[src/rtl/ram_burst_master.sv]
// Burst initiator for a single-port synchronous RAM with one-cycle registered read.
// Write bursts stream straight to the RAM; read bursts return through a 2-entry FIFO.
module ram_burst_master #(
    parameter int ADDR_W = 10,
    parameter int DATA_W = 8
) (
    input  logic              clk,
    input  logic              rst,
    input  logic              cmd_valid,
    output logic              cmd_ready,
    input  logic              cmd_wr,
    input  logic [ADDR_W-1:0] cmd_addr,
    input  logic [ADDR_W-1:0] cmd_len,
    input  logic [DATA_W-1:0] wdata,
    input  logic              wvalid,
    output logic              wready,
    output logic [DATA_W-1:0] rdata,
    output logic              rvalid,
    input  logic              rready,
    output logic              busy,
    output logic              done,
    output logic [ADDR_W-1:0] mem_addr,
    output logic [DATA_W-1:0] mem_data,
    output logic              mem_cs,
    output logic              mem_rd,
    output logic              mem_wr,
    input  logic [DATA_W-1:0] mem_dout
);

    typedef enum logic [1:0] {IDLE, WRITE, READ} state_t;

    state_t              state_reg, state_next;
    logic [ADDR_W-1:0]   addr_cnt_reg;
    logic [ADDR_W-1:0]   rem_reg;        // handshakes (write) or pops (read) left, minus one
    logic [ADDR_W:0]     issue_left_reg; // read words not yet issued to the RAM
    logic                in_flight_reg;
    logic [DATA_W-1:0]   fifo_reg [2];
    logic                wr_ptr_reg, rd_ptr_reg;
    logic [1:0]          count_reg;
    logic                done_reg;

    logic accept, w_hs, pop, issue, last;

    assign cmd_ready = (state_reg == IDLE);
    assign busy      = !cmd_ready;
    assign accept    = cmd_valid && cmd_ready;
    assign wready    = (state_reg == WRITE);
    assign w_hs      = wready && wvalid;
    assign rvalid    = (count_reg != 2'd0);
    assign rdata     = fifo_reg[rd_ptr_reg];
    assign pop       = rvalid && rready;
    assign last      = (rem_reg == '0);
    assign done      = done_reg;

    // A word popped this cycle frees its slot at the same edge, which is what
    // allows one issue per cycle while the consumer keeps up.
    assign issue = (state_reg == READ) && (issue_left_reg != '0) &&
                   (({1'b0, count_reg} + {2'b00, in_flight_reg}) < (3'd2 + {2'b00, pop}));

    always_comb begin
        state_next = state_reg;
        mem_addr   = '0;
        mem_data   = '0;
        mem_cs     = 1'b0;
        mem_rd     = 1'b0;
        mem_wr     = 1'b0;
        case (state_reg)
            IDLE: begin
                if (accept)
                    state_next = cmd_wr ? WRITE : READ;
            end
            WRITE: begin
                mem_addr = addr_cnt_reg;
                mem_data = wdata;
                mem_cs   = wvalid;
                mem_wr   = wvalid;
                if (w_hs && last)
                    state_next = IDLE;
            end
            READ: begin
                mem_addr = addr_cnt_reg;
                mem_cs   = issue;
                mem_rd   = issue;
                if (pop && last)
                    state_next = IDLE;
            end
            default: state_next = IDLE;
        endcase
    end

    always_ff @(posedge clk or posedge rst) begin
        if (rst) begin
            state_reg      <= IDLE;
            addr_cnt_reg   <= '0;
            rem_reg        <= '0;
            issue_left_reg <= '0;
            in_flight_reg  <= 1'b0;
            done_reg       <= 1'b0;
        end else begin
            state_reg     <= state_next;
            in_flight_reg <= issue;
            done_reg      <= (w_hs && last) || ((state_reg == READ) && pop && last);
            if (accept) begin
                addr_cnt_reg   <= cmd_addr;
                rem_reg        <= cmd_len;
                issue_left_reg <= {1'b0, cmd_len} + (ADDR_W+1)'(1);
            end else if (w_hs) begin
                addr_cnt_reg <= addr_cnt_reg + ADDR_W'(1);
                rem_reg      <= rem_reg - ADDR_W'(1);
            end else if (state_reg == READ) begin
                if (issue) begin
                    addr_cnt_reg   <= addr_cnt_reg + ADDR_W'(1);
                    issue_left_reg <= issue_left_reg - (ADDR_W+1)'(1);
                end
                if (pop)
                    rem_reg <= rem_reg - ADDR_W'(1);
            end
        end
    end

    // Return FIFO: the RAM's registered output is captured one cycle after each issue.
    always_ff @(posedge clk or posedge rst) begin
        if (rst) begin
            for (int i = 0; i < 2; i++)
                fifo_reg[i] <= '0;
            wr_ptr_reg <= 1'b0;
            rd_ptr_reg <= 1'b0;
            count_reg  <= 2'd0;
        end else begin
            if (in_flight_reg) begin
                fifo_reg[wr_ptr_reg] <= mem_dout;
                wr_ptr_reg           <= !wr_ptr_reg;
            end
            if (pop)
                rd_ptr_reg <= !rd_ptr_reg;
            count_reg <= count_reg + {1'b0, in_flight_reg} - {1'b0, pop};
        end
    end

endmodule

[config.mk]
export PLATFORM = sky130hd
export DESIGN_NAME = ram_burst_master
export DESIGN_NICKNAME = d
export VERILOG_FILES = /design/src/rtl/ram_burst_master.sv
export SDC_FILE = /design/constraint.sdc
export NUM_CORES = 1
export LEC_CHECK = 0
export CAP_MARGIN = 20
export CORE_ASPECT_RATIO = 0.8
export CORE_UTILIZATION = 40
export DETAILED_ROUTE_END_ITERATION = 10
export PLACE_DENSITY = 0.66
export SYNTH_ARGS = -nofsm -noshare
export SYNTH_HDL_FRONTEND = slang
export SYNTH_SLANG_ARGS = --single-unit
[constraint.sdc]
create_clock -name clk -period 3.4 [get_ports clk]
set_input_delay 0.68 -clock clk [delete_from_list [all_inputs] [get_ports clk]]
set_output_delay 0.68 -clock clk [all_outputs]
set_load 0.1 [all_outputs]
==> results of run 1 <==
## worst min-delay path by stage
stage	start	to	slack (ps)	cells past startpoint
final	wr_ptr_reg$_DFFE_PP0P_	wr_ptr_reg$_DFFE_PP0P_	500	1
after global routing	fifo_reg[9]$_DFFE_PP0P_	fifo_reg[9]$_DFFE_PP0P_	540	1
after CTS	wr_ptr_reg$_DFFE_PP0P_	wr_ptr_reg$_DFFE_PP0P_	500	1
after detailed placement	wr_ptr_reg$_DFFE_PP0P_	wr_ptr_reg$_DFFE_PP0P_	490	1
after global placement	wr_ptr_reg$_DFFE_PP0P_	wr_ptr_reg$_DFFE_PP0P_	480	1
after floorplan	rem_reg[9]$_DFFE_PP0P_	done$_DFF_PP0_	460	1
## final cells by class
class | instances | area (sq um) | share of cell area, %
Clock inverter | 3 | 67.6 | 1.63
Sequential cell | 55 | 1380 | 33.2
Clock buffer | 5 | 68.8 | 1.66
Timing Repair Buffer | 79 | 723 | 17.4
Inverter | 15 | 57.6 | 1.39
Multi-Input combinational cell | 242 | 1720 | 41.5
Tap cell | 105 | 131 | 3.17
## kinds of logic (layout without fill, tap and decap cells)
logic type | count (synthesis) | in the layout | share of synthesized area (%)
xor gates and xnor gates | 27 | 27 | 7.36
AOI/OAI and AO/OA | 53 | 53 | 10.9
and+or+nand+nor | 123 | 123 | 21.4
muxes | 28 | 28 | 9.70
DFF | 55 | 55 | 42.9
buffers and inverters | 26 | 102 | 3.51
adders and majority gates | 11 | 11 | 4.29
## per-stage QoR
stage,util [%],hold slack (ps),instances
after CTS,54.8,505,504
final,54.8,502,504
after global placement,53.0,477,496
after floorplan,-,455,323
after global routing,54.8,536,504
after detailed placement,53.0,490,496
## critical path, delay by kind of cell
kind / cells / cell delay (ps)
AO/OA/AOI/OAI: 3 / 970
buffers and inverters: 2 / 610
AND/OR/NAND/NOR: 1 / 230
## per-layer routing
metal | wire, um | up-vias | GRT usage, %
li1 | - | 1298 | -
met1 | 3650 | 1293 | 25.7
met2 | 3450 | 68 | 29.6
met3 | 384 | 4 | 3.96
met4 | 52 | 0 | 4.43
met5 | 0 | - | 0
## cell usage in the layout, fill, tap and decap left out, drive strengths merged, types with 10 or more instances in the layout
cell,synthesis,final
and2,20,20
ha,11,11
buf,2,37
nand3,12,12
mux2,25,25
clkdlybuf4s50,0,42
nor2,22,22
inv,14,14
o21ai,19,19
dfrtp,55,55
xor2,10,10
xnor2,17,17
nand2,23,23
==> flow_summary.ini, run 1 <==
[outcome]
status = finished clean

[yosys]
synth_common_cells = 55 x dfrtp_1, 25 x mux2_2, 22 x nand2_1
synth_area_per_cell_sq_um = 9.94
synth_edf_count = 0
syn_inst = 323
yosysMostFrequentCell = dfrtp_1
yosysUniqueCellTypes = 53
ys_ff_latch = 55
synth.area.top_cells = dfrtp_1 43%, mux2_2 8.8%, xnor2_1 4.6%
yosysSeqAreaShare_pct = 42.9
yosys.area.top_type_share_pct = 42.9
yosysTopAreaCell = dfrtp_1
syn_nets = 376
netlist_area_sq_um = 3210
async_reset_ff_share_pct = 100
yosys_warnings = 0
synth_ff_type = dfrtp_1

[critical_path]
r2r_slack_ps = 680
crit_start = rready
worstPathArrival_ps = 2500
cp_slowest_cell = a21oi_1
cp-end-kind = primary output
cp.required_ps = 2720
reg2reg_depth = 7
r2r_start = in_flight_reg$_DFF_PP0_
r2r_end = issue_left_reg[10]$_DFFE_PP0P_
crit_fanout = 10
critPathKind = primary input to primary output
path_cells = clkdlybuf4s50_1 -> o21a_1 -> a21oi_1 -> o21ai_1 -> and2_1 -> buf_12
crit_end = mem_cs
max_stage_delay_ps = 580
start_kind = primary input

[clocking]
cts_num_sinks = 55
htree_levels = 2
clockBufferDepth = 2
clkLatencyLatePin_ps = 300
post_cts_buffers = 0
cts_tree = built
root_buffer = clkbuf_8
cts_made_buffers = 5
ctsResizeCount = 0
clk_pin_slew_ps = 100
cts_hold_buffers = 0

[route]
ant_nets = 0
route.detailed.drc = 0
drt-initial-drc-count = 132
vias = 2663
wl_per_cell_um = 15.0
via_per_inst = 5.28
wl_um = 7540
drt-pass1-iter-count = 4

[sta]
hold_violations = 0
tightest_slew_ps = 981
rsz0062_at_grt = no
final.setup.tns_ps = 0
slew_violations = 0
post-route-period-util_pct = 93.4
max_slew_margin_pct = 34.4
fmax_mhz = 315
period_needed_ps = 3180
finalSetupViolCount = 0
setup_ws_ps = 224
skew_ps = 10.5

[final_layout]
fill_cells = 699
largest_reg_flops = 16
antenna_cells = 0
syn2layout_area_growth_pct = 29.1
post-route-cell-area_sq_um = 4150
post_route_cells_drive_above_1_share_pct = 22.8
fin_nets = 451

[placement]
dpl.hpwl_um = 5680
post_dp_cell_area_sq_um = 4010
gp_congestion = 0.851
port_buffers = 75
pre_cts_slack_ps = 229

[floorplan]
initial_utilization_pct = 42.4
rows = 28
die_x_um = 102
die_y_um = 82.1
io_pins = 76
dieArea_sq_um = 8390
core_area_sq_um = 7570

[global_routing]
antenna_found_initial = 0
grt_max_degree = 35
first_global_vias = 2482
grt-ovfl-total = 0
grt_pass1_wl_um = 12000
grtUsageTotal_pct = 18.5

[worst_hold_path]
hold_class = flop to flop

[flow_run]
cap_viol_max_count = 0
Power of run 1 is not shown: default switching activity piles up to over one toggle a cycle in this logic, so the estimate is an artifact.
==> inputs of run 2 (changes only) <==
--- a/config.mk
+++ b/config.mk
@@ -5,6 +5,7 @@
 export SDC_FILE = /design/constraint.sdc
 export NUM_CORES = 1
 export LEC_CHECK = 0
+export ABC_CLOCK_PERIOD_IN_PS = 3400
 export CAP_MARGIN = 20
 export CORE_ASPECT_RATIO = 0.8
 export CORE_UTILIZATION = 40
==> results of run 2 <==
Same layout as run 1: the final DEF is identical, and so are final timing and power.
Power of run 2 is left out for the same reason.
==> inputs of run 3 (changes only) <==
--- a/config.mk
+++ b/config.mk
@@ -8,9 +8,11 @@
 export ABC_CLOCK_PERIOD_IN_PS = 3400
 export CAP_MARGIN = 20
 export CORE_ASPECT_RATIO = 0.8
+export CORE_MARGIN = 1.5
 export CORE_UTILIZATION = 40
 export DETAILED_ROUTE_END_ITERATION = 10
 export PLACE_DENSITY = 0.66
+export SETUP_SLACK_MARGIN = 0.2
 export SYNTH_ARGS = -nofsm -noshare
 export SYNTH_HDL_FRONTEND = slang
 export SYNTH_SLANG_ARGS = --single-unit
==> run 3 against run 2 <==
Against the previous run: wire length shrank 3.1%; setup slack gained 120 ps; sequential share of layout area is essentially flat; non-clock buffer count is the same; final cell count grew 0.60%; first-iteration DRC count shrank 45%; worst hold slack gained 6.6 ps; clock skew shrank 2.0 ps; highest routed layer unchanged.
==> flow_summary.ini, run 3 (same netlist as run 1, synthesis figures left out) <==
[sta]
final.setup.tns_ps = 0
fmax_mhz = 327
setup_ws_ps = 346
finalSetupViolCount = 0
rsz0062_at_grt = no
skew_ps = 8.48
post-route-period-util_pct = 89.8
max_slew_margin_pct = 34.8
hold_violations = 0
period_needed_ps = 3050
slew_violations = 0
tightest_slew_ps = 975

[clocking]
cts_tree = built
post_cts_buffers = 0
cts_num_sinks = 55
clk_pin_slew_ps = 100
root_buffer = clkbuf_8
clockBufferDepth = 2
htree_levels = 2
clkLatencyLatePin_ps = 320
cts_made_buffers = 5

[route]
vias = 2639
wl_per_cell_um = 14.4
via_per_inst = 5.21
ant_nets = 0
drt-initial-drc-count = 73
drt-pass1-iter-count = 4
wl_um = 7300
route.detailed.drc = 0

[floorplan]
die_y_um = 83.1
initial_utilization_pct = 40.8
dieArea_sq_um = 8580
die_x_um = 103
io_pins = 76
core_area_sq_um = 7870
rows = 29

[critical_path]
critPathTopFamily = simple AND/OR/NAND/NOR gates
path_cells = ha_1 -> ha_1 -> nor3b_1 -> a21oi_2 -> o21ai_1 -> and2_1 -> buf_12
crit_end = mem_cs
crit_start = in_flight_reg$_DFF_PP0_
r2r_end = issue_left_reg[10]$_DFFE_PP0P_
crit_buf_inv = 1
crit_fanout = 10
path_depth = 7
cp.required_ps = 2720
critPathKind = flop to primary output
cp-end-kind = primary output
cp_slowest_cell = dfrtp_1
worstPathArrival_ps = 2370
r2r_slack_ps = 690
max_stage_delay_ps = 450
reg2reg_depth = 7
start_kind = flop
cpMostUsedCell = ha_1
r2r_start = in_flight_reg$_DFF_PP0_

[placement]
gp_congestion = 0.880
dpl.hpwl_um = 5530
port_buffers = 75
pre_cts_slack_ps = 164

[outcome]
status = finished clean

[global_routing]
first_global_vias = 2690
grt_pass1_wl_um = 12400
grt-ovfl-total = 0
grt_max_degree = 36
grtUsageTotal_pct = 18.3
antenna_found_initial = 0

[final_layout]
fill_cells = 735
final_common_cell = dfrtp_1
layout_common_cells = 55 x dfrtp_1, 42 x clkdlybuf4s50_1, 35 x buf_4
antenna_cells = 0
fin_nets = 451
largest_reg_flops = 16
post_route_cells_drive_above_1_share_pct = 23.3
syn2layout_area_growth_pct = 29.0

[worst_hold_path]
hold_class = flop to flop

[flow_run]
cap_viol_max_count = 0
## run 3: cell type report
class / instances / area [sq um] / area share [%]
Multi-Input combinational cell: 242 / 1730 / 41.7
Sequential cell: 55 / 1380 / 33.2
Timing Repair Buffer: 79 / 723 / 17.5
Tap cell: 108 / 135 / 3.26
Clock buffer: 6 / 82.6 / 1.99
Inverter: 15 / 57.6 / 1.39
Clock inverter: 2 / 38.8 / 0.936
## run 3: worst min path at each step
stage                     slack (ps)  depth (start not counted)                    start                 endpoint
after floorplan                  460                          1   rem_reg[9]$_DFFE_PP0P_           done$_DFF_PP0_
after global placement           480                          1   wr_ptr_reg$_DFFE_PP0P_   wr_ptr_reg$_DFFE_PP0P_
after detailed placement         490                          1  fifo_reg[1]$_DFFE_PP0P_  fifo_reg[1]$_DFFE_PP0P_
after CTS                        510                          1  fifo_reg[1]$_DFFE_PP0P_  fifo_reg[1]$_DFFE_PP0P_
after global routing             530                          1  fifo_reg[1]$_DFFE_PP0P_  fifo_reg[1]$_DFFE_PP0P_
final                            510                          1  fifo_reg[1]$_DFFE_PP0P_  fifo_reg[1]$_DFFE_PP0P_
## run 3: routing by layer
metal  track usage [%]  wire length, um  vias to the layer above
li1                  -                -                     1303
met1              25.7             3530                     1257
met2              29.1             3220                       75
met3              4.04              493                        4
met4              3.69               59                        0
met5                 0                0                        -
## run 3: timing repair
item                                   in CTS  in global routing
endpoints found under the hold margin       0                  0
gates resized for setup                     1                  0
setup endpoints to repair                   1                  0
hold buffers                                0                  0
## run 3: per-stage QoR
stage	util (%)	cells	cell area (sq um)	hold slack [ps]
CTS	52.6	507	4140	512
floorplan	-	323	3220	455
global route	52.6	507	4140	527
global placement	51.0	499	4020	477
detailed placement	51.0	499	4020	488
finish	52.6	507	4140	508
Power of run 3 is left out for the same reason.
